--- src/rtl/uart_ctrl.sv ---
// UART sequencing controller: feeds the transmitter from the TX FIFO, arms the receiver,
// commits clean received frames to the RX FIFO and keeps saturating status counters.
module uart_ctrl #(
    parameter int data_wd        = 8,
    parameter int cnt_wd         = 16,
    parameter int timeout_cycles = 2_000_000
) (
    input  logic              clk,
    input  logic              rst,
    input  logic              tx_enable,
    input  logic              rx_enable,
    input  logic              tx_empty,
    input  logic              tx_busy,
    input  logic              tx_done,
    input  logic              rx_full,
    input  logic              rx_done,
    input  logic              framing_error_flag,
    input  logic              parity_error_flag,
    output logic              tx_rd_en,
    output logic              tx_start,
    output logic              rx_start,
    output logic              rx_wr_en,
    output logic [cnt_wd-1:0] tx_frame_cnt,
    output logic [cnt_wd-1:0] rx_frame_cnt,
    output logic [cnt_wd-1:0] rx_drop_cnt,
    output logic [cnt_wd-1:0] timeout_cnt
);

    localparam int TMR_W = (timeout_cycles > 2) ? $clog2(timeout_cycles) : 1;
    localparam logic [TMR_W-1:0]  TMR_LAST = TMR_W'(timeout_cycles - 1);
    localparam logic [cnt_wd-1:0] CNT_MAX  = '1;

    if (timeout_cycles < 2 || data_wd < 1) begin : g_param_chk
        $error("uart_ctrl: timeout_cycles must be >= 2 and data_wd >= 1");
    end

    typedef enum logic [1:0] {T_IDLE, T_POP, T_LOAD, T_WAIT} tx_state_t;
    typedef enum logic [1:0] {R_IDLE, R_ARM, R_WAIT} rx_state_t;

    function automatic logic [cnt_wd-1:0] sat_add(input logic [cnt_wd-1:0] a,
                                                  input logic [1:0]        b);
        logic [cnt_wd:0] sum;
        sum = {1'b0, a} + (cnt_wd + 1)'(b);
        return (sum > {1'b0, CNT_MAX}) ? CNT_MAX : sum[cnt_wd-1:0];
    endfunction

    tx_state_t         r_tx_state;
    rx_state_t         r_rx_state;
    logic [TMR_W-1:0]  r_tx_tmr;
    logic [TMR_W-1:0]  r_rx_tmr;
    logic              r_tx_rd_en;
    logic              r_tx_start;
    logic              r_rx_start;
    logic              r_rx_wr_en;
    logic [cnt_wd-1:0] r_tx_frame_cnt;
    logic [cnt_wd-1:0] r_rx_frame_cnt;
    logic [cnt_wd-1:0] r_rx_drop_cnt;
    logic [cnt_wd-1:0] r_timeout_cnt;

    logic       w_tx_req;
    logic       w_tx_to;
    logic       w_rx_to;
    logic       w_rx_good;
    logic [1:0] w_to_sum;

    assign w_tx_req  = tx_enable && !tx_empty && !tx_busy;
    // A done arriving in the last timer cycle takes priority over the timeout.
    assign w_tx_to   = (r_tx_state == T_WAIT) && !tx_done && (r_tx_tmr == TMR_LAST);
    assign w_rx_to   = (r_rx_state == R_WAIT) && !rx_done && (r_rx_tmr == TMR_LAST);
    assign w_rx_good = !framing_error_flag && !parity_error_flag && !rx_full;
    assign w_to_sum  = {1'b0, w_tx_to} + {1'b0, w_rx_to};

    always_ff @(posedge clk) begin
        if (rst) begin
            r_tx_state     <= T_IDLE;
            r_tx_rd_en     <= 1'b0;
            r_tx_start     <= 1'b0;
            r_tx_tmr       <= '0;
            r_tx_frame_cnt <= '0;
        end else begin
            r_tx_rd_en <= 1'b0;
            r_tx_start <= 1'b0;
            case (r_tx_state)
                T_IDLE: begin
                    if (w_tx_req) begin
                        r_tx_state <= T_POP;
                        r_tx_rd_en <= 1'b1;
                    end
                end
                T_POP: r_tx_state <= T_LOAD;
                T_LOAD: begin
                    r_tx_start <= 1'b1;
                    r_tx_tmr   <= '0;
                    r_tx_state <= T_WAIT;
                end
                T_WAIT: begin
                    if (tx_done) begin
                        r_tx_frame_cnt <= sat_add(r_tx_frame_cnt, 2'd1);
                        // Chain straight into the next pop when another byte is ready.
                        if (w_tx_req) begin
                            r_tx_state <= T_POP;
                            r_tx_rd_en <= 1'b1;
                        end else begin
                            r_tx_state <= T_IDLE;
                        end
                    end else if (w_tx_to) begin
                        r_tx_state <= T_IDLE;
                    end else begin
                        r_tx_tmr <= r_tx_tmr + TMR_W'(1);
                    end
                end
                default: r_tx_state <= T_IDLE;
            endcase
        end
    end

    always_ff @(posedge clk) begin
        if (rst) begin
            r_rx_state     <= R_IDLE;
            r_rx_start     <= 1'b0;
            r_rx_wr_en     <= 1'b0;
            r_rx_tmr       <= '0;
            r_rx_frame_cnt <= '0;
            r_rx_drop_cnt  <= '0;
        end else begin
            r_rx_start <= 1'b0;
            r_rx_wr_en <= 1'b0;
            case (r_rx_state)
                R_IDLE: begin
                    if (rx_enable && !rx_full) begin
                        r_rx_state <= R_ARM;
                    end
                end
                R_ARM: begin
                    r_rx_start <= 1'b1;
                    r_rx_tmr   <= '0;
                    r_rx_state <= R_WAIT;
                end
                R_WAIT: begin
                    if (rx_done) begin
                        r_rx_frame_cnt <= sat_add(r_rx_frame_cnt, 2'd1);
                        if (w_rx_good) begin
                            r_rx_wr_en <= 1'b1;
                        end else begin
                            r_rx_drop_cnt <= sat_add(r_rx_drop_cnt, 2'd1);
                        end
                        r_rx_state <= R_IDLE;
                    end else if (w_rx_to) begin
                        r_rx_state <= R_IDLE;
                    end else begin
                        r_rx_tmr <= r_rx_tmr + TMR_W'(1);
                    end
                end
                default: r_rx_state <= R_IDLE;
            endcase
        end
    end

    always_ff @(posedge clk) begin
        if (rst) begin
            r_timeout_cnt <= '0;
        end else if (w_tx_to || w_rx_to) begin
            r_timeout_cnt <= sat_add(r_timeout_cnt, w_to_sum);
        end
    end

    assign tx_rd_en     = r_tx_rd_en;
    assign tx_start     = r_tx_start;
    assign rx_start     = r_rx_start;
    assign rx_wr_en     = r_rx_wr_en;
    assign tx_frame_cnt = r_tx_frame_cnt;
    assign rx_frame_cnt = r_rx_frame_cnt;
    assign rx_drop_cnt  = r_rx_drop_cnt;
    assign timeout_cnt  = r_timeout_cnt;

endmodule
--- config.mk ---
export PLATFORM = sky130hd
export DESIGN_NAME = uart_ctrl
export DESIGN_NICKNAME = d
export VERILOG_FILES = /design/src/rtl/uart_ctrl.sv
export SDC_FILE = /design/constraint.sdc
export NUM_CORES = 1
export LEC_CHECK = 0
export CAP_MARGIN = 5
export CORE_MARGIN = 1.5
export CORE_UTILIZATION = 60
export CTS_CLUSTER_SIZE = 10
export DETAILED_ROUTE_END_ITERATION = 10
export GPL_TIMING_DRIVEN = 0
export PLACE_DENSITY_LB_ADDON = 0.25
export SLEW_MARGIN = 20
export SYNTH_ARGS = -nofsm -noshare
export SYNTH_HDL_FRONTEND = slang
export SYNTH_SLANG_ARGS = --single-unit
--- constraint.sdc ---
create_clock -name clk -period 6.8 [get_ports clk]
set_clock_uncertainty 0.15 [all_clocks]
set_input_delay 1.36 -clock clk [delete_from_list [all_inputs] [get_ports clk]]
set_output_delay 1.36 -clock clk [all_outputs]
set_load 0.02 [all_outputs]
# --- After elaboration in Yosys (flattened, before gate mapping) ---
# Cells that the tools add are included.
totals:
  reg_bits: 114
  latch_bits: 0
  mem_bits_rw: 0
  rom_bits: 0
  inputBits: 11
  out_inout_bits: 68
  word_cells: 95
  n_memories: 0
op_classes:
  add_sub_neg: 7
  n_mul: 0
  div_mod_pow: 0
  n_lt_le_gt_ge: 4
  eq_ne: 15
  n_shift: 0
  n_mux: 25
  bitwise: 3
  n_reduce_logical: 29
ops:
  columns: ["operator", "n"]
  rows:
  - ["$mux W21", 4]
  - ["$pmux W21 S2", 2]
  - ["$gt A17 B16 Y1 const B", 4]
  - ["$mux W16", 4]
  - ["$add A16 B1 Y17 const B", 3]
  - ["$add A21 B1 Y21 const B", 2]
  - ["$eq A21 B21 Y1 const B", 2]
  - ["$add A16 B2 Y17", 1]
  - ["$mux W2", 6]
  - ["$ne A2 B2 Y1 const B", 6]
  - ["$logic_and A1 B1 Y1", 9]
  - ["$reduce_and A3 Y1", 3]
  - ["$pmux W2 S4", 1]
  - ["$reduce_and A2 Y1", 4]
  - ["$logic_not A1 Y1", 7]
  - ["$eq A2 B2 Y1 const B", 3]
  - ["$mux W1", 6]
  - ["$ne A3 B3 Y1 const B", 2]
  - ["$pmux W2 S3", 1]
  - ["$eq A2 B1 Y1 const B", 2]
  - ["$logic_not A2 Y1", 2]
  - ["$reduce_bool A2 Y1", 2]
  - ["$not A1 Y1", 3]
  - ["$reduce_or A3 Y1", 1]
  - ["3 further kinds", 3]

# --- Logic depth before layout (Yosys ltp) ---
# Gate-level depths: netlist of run 1.
depth:
  depth_word: 7
  mapped_depth: 12
  depth_no_buf: 11

# --- Worst setup path before layout of run 1 ---
# Ideal clock, no wire load.
synth_timing:
  path_type: "input to register"
  startpoint: "input port rx_done"
  endpoint: "register r_timeout_cnt[11], in the netlist timeout_cnt[11]"
  setup_ns: 0.078
  t_arrival_ns: 3.375
  required_time_ns: 6.572
  path_slack_ns: 3.197
  stages: 9
  n_path_buf: 0
  path_cell_list: "nor3b_1 > nand4_4 > inv_1 > fa_1 > ha_1 > nand4_1 > a21o_1 > and4_1 > nor3_1"
synth_between:
  elab_chain_len: 7
  word_cells_on_any_way: 8
  classes_between: "add/sub: 2; order compare: 1; mux: 1; reduce/logical: 4"
synth_lines:
  columns: ["item", "line", "source"]
  rows:
  - ["start: declaration", "16", "input logic rx_done,"]
  - ["$logic_not A1 Y1 (*)", "69", "assign w_rx_to = (r_rx_state == R_WAIT) && !rx_done && (r_rx_tmr == TMR_LAST);"]
  - ["$logic_and A1 B1 Y1 (*) (2 in series)", "69", null]
  - ["$add A1 B1 Y2", "71", "assign w_to_sum = {1'b0, w_tx_to} + {1'b0, w_rx_to};"]
  - ["$add A16 B2 Y17", "43", "sum = {1'b0, a} + (cnt_wd + 1)'(b);"]
  - ["$gt A17 B16 Y1", "44", "return (sum > {1'b0, CNT_MAX}) ? CNT_MAX : sum[cnt_wd-1:0];"]
  - ["$mux W16", "44", null]
  - ["end signal: assignment", "163", "r_timeout_cnt <= sat_add(r_timeout_cnt, w_to_sum);"]
  - ["end: declaration", "58", "logic [cnt_wd-1:0] r_timeout_cnt;"]
# Every way passes the cells marked *; elsewhere a longest branch is shown, timed or not.
# A chain may end at the register's enable or synchronous reset.

# --- Worst setup path in the final report of run 1 ---
# Same ends and word-level chain as after synthesis.

==> flow_summary.json, run 1 <==
{
  "hold_start": "rx_frame_cnt[6]",
  "clock.fmax_mhz": 236,
  "rr_startpoint": "r_tx_tmr[15]",
  "reg2regPathDepth": 11,
  "clockBufferDepth": 2,
  "antenna_cells": 0,
  "ioPinCount": 79,
  "vias": 5997,
  "gp_congestion": 0.918,
  "maxCapViolations": 0,
  "die_w_um": 102,
  "synth_top_area_cell": "dfxtp_1",
  "detail_route.wirelength_mm": 16.3,
  "hold_viol_final": 0,
  "fin_crit_sh_pct": 62.2,
  "grt_max_degree": 17,
  "cts_root_buf": "clkbuf_8",
  "cpPeakStageDelay_ps": 580,
  "p_leak_nw": 2.40,
  "worstMarginPinSlew_ps": 940,
  "ys_dominant_reg_cell": "dfxtp_1",
  "syn_nets": 734,
  "drive_above_1_share_pct": 7.57,
  "rsz0062_at_grt": "false",
  "cp_cell_sequence": "clkdlybuf4s50_1 -> nor3b_1 -> nand4_4 -> inv_1 -> fa_1 -> ha_1 -> nand4_1 -> a21o_1 -> and4_1 -> nor3_1",
  "routedWlPerCell_um": 17.1,
  "syn_avg_cell_area_um2": 8.33,
  "cts-resized-gates": 0,
  "ant_nets": 0,
  "first_global_vias": 5724,
  "h-tree-depth": 4,
  "grtUsageTotal_pct": 32.7,
  "p_total_w": 0.00176,
  "cts_setup_buffers": 0,
  "vias_per_cell": 6.30,
  "grt_overflow_total": 0,
  "synth_edf_count": 0,
  "critPathArrivalTime_ps": 4520,
  "core_area_mm2": 0.00964,
  "drc_errors": 0,
  "synthArstFlopShare_pct": 0,
  "fin_area_mm2": 0.00749,
  "ir_drop_uv": 153,
  "grt_util_met3_pct": 8.41,
  "syn_area_mm2": 0.00590,
  "die_area_mm2": 0.0104,
  "area_growth_pct": 26.8,
  "die_h_um": 102,
  "min_period_ps": 4230,
  "grt_pass1_wl_mm": 26.9,
  "place_hpwl_mm": 11.1,
  "clock_latency_ps": 520,
  "setup_viol": 0,
  "r2r-end": "timeout_cnt[11]",
  "yosysMostFrequentCell": "dfxtp_1",
  "cts_sinks": 114,
  "yosysSeqAreaShare_pct": 38.7,
  "antenna_found_initial": 0,
  "setup_tns_ps": 0,
  "grt_use_met1_pct": 39.8,
  "synthTopCellsByArea": "dfxtp_1 (39%), nor2_1 (5.9%), xnor2_1 (4.9%)",
  "ys_top_cells_by_count": "dfxtp_1 (114), nor2_1 (93), nand3_1 (49), a21oi_1 (47), nand2_1 (41)",
  "cts_hold_buf": 0,
  "max_slew_margin_pct": 37.0,
  "initial_core_util_pct": 61.3,
  "drt-initial-drc-count": 429,
  "std_cell_rows": 36,
  "worstSetupEndpointType": "flip-flop",
  "hold_end": "rx_frame_cnt[6]",
  "met2_usage_pct": 53.7,
  "grt.busiest_layer": "met2",
  "nets": 831,
  "port_buffers": 78,
  "synth_top_area_share_pct": 38.7,
  "slowest_stage": "nor3b_1",
  "whs_path_depth": 1,
  "r2r_slack_ps": 3140,
  "firstDrtPassIters": 5,
  "startpoint_type": "input port",
  "synth_cells": 709,
  "cts_buffers": 17,
  "critical_path_peak_fanout": 9,
  "crit_type": "in -> reg",
  "slew_viol_final": 0,
  "ys_types": 70,
  "dpl_cell_area_mm2": 0.00685,
  "outcome": "complete, no violations",
  "yosys_warnings": 0,
  "cts_tree": "built",
  "cts.clk_slew.worst_paths_ps": 60,
  "cp.required_ps": 7090,
  "synth-seq-cells": 114,
  "worstHoldPathType": "reg -> reg",
  "power_density_mw_per_mm2": 235
}
worst max-delay path by stage:
stage,startpoint,endpoint,slack [ps]
2_1_floorplan,rx_done,timeout_cnt[11],3200
3_3_place_gp,rx_done,timeout_cnt[13],2280
3_5_place_dp,rx_done,timeout_cnt[11],2170
4_1_cts,rx_done,timeout_cnt[11],2650
5_1_grt,rx_done,timeout_cnt[13],2380
6_report,rx_done,timeout_cnt[11],2570
layout by cell type (no fill, tap or decap), types with 16 or more instances in the layout:
cell             count
dfxtp_1            114
inv_1               26
nor2_1              93
clkbuf_1            22
a21oi_1             47
xnor2_1             33
clkdlybuf4s50_1     78
a31oi_1             18
o21ai_0             30
nand3_1             49
nor3_1              29
a211oi_1            22
clkbuf_16           16
nand2_1             41
cells by family after synthesis:
family	synth area share, %
AO/OA/AOI/OAI	20.3
multiplexers	0.678
buffers and inverters	3.60
AND/OR/NAND/NOR	27.8
adder cells (fa/ha/maj)	3.09
flip-flops	38.7
XOR/XNOR	5.93
layout make-up:
type                    instances  area [um^2]
plain buffers                  29          115
clock buffers                  23          487
clock inverters                 9          150
fillers                       683         2150
inverters                      26         97.6
multi-input cells             540         3410
flip-flops and latches        114         2280
well taps                     133          166
repair buffers                 78          781
per-stage QoR:
| stage | std cells | worst slack, ps | hold WS (ps) | utilization, % |
|---|---|---|---|---|
| CTS | 952 | 2650 | 352 | 77.7 |
| global route | 952 | 2380 | 360 | 77.7 |
| floorplan | 709 | 3200 | 305 | - |
| detailed placement | 920 | 2170 | 339 | 71.1 |
| global placement | 920 | 2280 | 325 | 71.1 |
| finish | 952 | 2570 | 357 | 77.7 |
registers in the layout, indices dropped and copies added, names as in the netlist:
register,cells
r_rx_tmr,21
r_tx_tmr,21
rx_drop_cnt,16
rx_frame_cnt,16
timeout_cnt,16
tx_frame_cnt,16
r_rx_state,2
r_tx_state,2
rx_start,1
rx_wr_en,1
tx_rd_en,1
tx_start,1
power breakdown:
group	switching [W]	total (W)	internal (W)
Clock	0.000307	0.000949	0.000642
Sequential	0.0000112	0.000690	0.000679
Combinational	0.0000785	0.000121	0.0000429
metal layers:
| metal | up-vias | wire (um) |
|---|---|---|
| met5 | - | 0 |
| met4 | 0 | 509 |
| met3 | 53 | 1290 |
| met2 | 293 | 7920 |
| met1 | 2830 | 6560 |
| li1 | 2821 | - |
critical path, delay by kind of cell:
kind,cells,cell delay (ps)
compound gates,1,360
fa+ha+maj,2,560
buf+inv,2,610
simple gates,5,1620
Power figures use the tool's default switching activity.
==> run 2: changes to the inputs <==
- CORE_UTILIZATION: 60 -> 55
- clock period: 6.8 -> 4.12 ns (I/O delays scaled with it)
==> flow_summary.json, run 2 (synthesis results as in run 1) <==
{
  "cp.required_ps": 4410,
  "ioPinCount": 79,
  "grt_overflow_total": 0,
  "antenna_found_initial": 0,
  "setup.worst_path.start": "rx_done",
  "wl_met1_mm": 6.53,
  "p_leak_nw": 2.36,
  "worstSetupEndpointType": "flip-flop",
  "clockBufferDepth": 2,
  "vias": 5861,
  "cts_buffers": 17,
  "nets": 831,
  "slew_viol_final": 0,
  "core_area_mm2": 0.0104,
  "cts_hold_buf": 0,
  "startpoint_type": "input port",
  "place_hpwl_mm": 11.2,
  "crit_family": "simple AND/OR/NAND/NOR gates",
  "maxCapViolations": 0,
  "first_global_vias": 5568,
  "detail_route.wirelength_mm": 15.8,
  "cts.clk_slew.worst_paths_ps": 60,
  "cts-resized-gates": 0,
  "initial_core_util_pct": 56.9,
  "firstDrtPassIters": 5,
  "crit_buf_inv": 2,
  "outcome": "complete, no violations",
  "power_density_mw_per_mm2": 369,
  "critical_path_peak_fanout": 9,
  "cts_root_buf": "clkbuf_8",
  "die_area_mm2": 0.0114,
  "slowest_stage": "nor3b_1",
  "cts_tree": "built",
  "worstMarginPinSlew_ps": 1040,
  "h-tree-depth": 4,
  "port_buffers": 78,
  "fin_util_pct": 71.6,
  "drive_above_1_share_pct": 7.46,
  "hold_viol_final": 0,
  "crit_type": "in -> reg",
  "grtUsageTotal_pct": 28.6,
  "final_cells": 954,
  "final_cell_mix": "dfxtp_1 (114), nor2_1 (93), clkdlybuf4s50_1 (78)",
  "vias_per_cell": 6.14,
  "hold_start": "r_tx_tmr[0]",
  "cp_cell_sequence": "clkdlybuf4s50_1 -> nor3b_1 -> nand4_4 -> inv_1 -> fa_1 -> ha_1 -> nand4_1 -> a21o_1 -> and4_1 -> nor3_1",
  "grt_max_degree": 17,
  "layout_commonest_cell": "dfxtp_1",
  "dr.max_layer_used": "met4",
  "cts_sinks": 114,
  "routedWlPerCell_um": 16.6,
  "pre_cts_slack_ps": -38.8,
  "die_h_um": 107,
  "grt_pass1_wl_mm": 26.0,
  "placed_cells": 923,
  "clock_latency_ps": 520,
  "drt-initial-drc-count": 499,
  "routed-wl-met2_mm": 7.77,
  "reg_top3": "r_rx_tmr (21), r_tx_tmr (21)",
  "ant_nets": 0,
  "ir_drop_uv": 309,
  "critPathArrivalTime_ps": 3980,
  "max_slew_margin_pct": 29.9,
  "min_period_ps": 3700,
  "wl_met3_mm": 1.03,
  "antenna_cells": 0,
  "worstHoldPathType": "reg -> reg",
  "clock.fmax_mhz": 271,
  "cts_setup_buffers": 0,
  "std_cell_rows": 37,
  "fillers": 797,
  "area_growth_pct": 25.7,
  "rsz0062_at_grt": "false",
  "fin_crit_sh_pct": 89.7,
  "cpPeakStageDelay_ps": 610,
  "gp_congestion": 0.917,
  "rr_startpoint": "r_tx_tmr[13]",
  "dpl_cell_area_mm2": 0.00686,
  "drc_errors": 0,
  "fin_area_mm2": 0.00742,
  "die_w_um": 107,
  "setup_viol": 0,
  "setup_ws_ps": 425
}
[run 2: cell types whose count changed in the layout (fill, tap and decap cells not counted), sizes merged]
cell    before  now
bufinv       4    2
clkbuf      45   43
clkinv       3    6
[run 2: path summary, 6_finish.rpt]
| check | end | slack (ps) | cells after the start |
|---|---|---|---|
| max reg2reg | timeout_cnt[13] | 500 | 11 |
| max | timeout_cnt[13] | 420 | 10 |
| min reg2reg | r_tx_tmr[0] | 350 | 2 |
| min | r_tx_tmr[0] | 350 | 2 |
[run 2: metrics by stage]
stage	total power [W]	hold WS [ps]	TNS (ps)
floorplan	0.00128	305	0
global placement	0.00135	326	0
detailed placement	0.00136	342	-65.4
CTS	0.00275	352	0
global route	0.00282	380	0
finish	0.00274	355	0
[run 2: final cells by class]
cell class / count / area [um^2] / area share [%]
multi-input cells: 540 / 3410 / 45.9
flip-flops and latches: 114 / 2280 / 30.7
repair buffers: 78 / 781 / 10.5
clock buffers: 21 / 459 / 6.19
well taps: 136 / 170 / 2.29
plain buffers: 29 / 115 / 1.55
clock inverters: 10 / 109 / 1.47
inverters: 26 / 97.6 / 1.31
[run 2: per-layer routing]
metal,vias up,track usage [%]
met5,-,0
met4,0,15.0
met3,52,7.72
met2,218,47.3
met1,2770,33.8
li1,2821,-
[run 2: power breakdown]
part,total [W],switching [W],internal (W)
clock,0.00140,0.000506,0.000899
sequential,0.00114,0.0000184,0.00112
combinational,0.000198,0.000127,0.0000705
total,0.00274,0.000651,0.00209
[run 2: worst reg2reg max path: stages (launching register included)]
cell and delay (ps):
dfxtp_1 330, or4b_1 560, nor4_2 250, nand3_1 250
buf_2 270, inv_1 110, fa_1 280, ha_1 260
nand4_1 350, a21o_1 350, and4_1 210, nor3_1 180
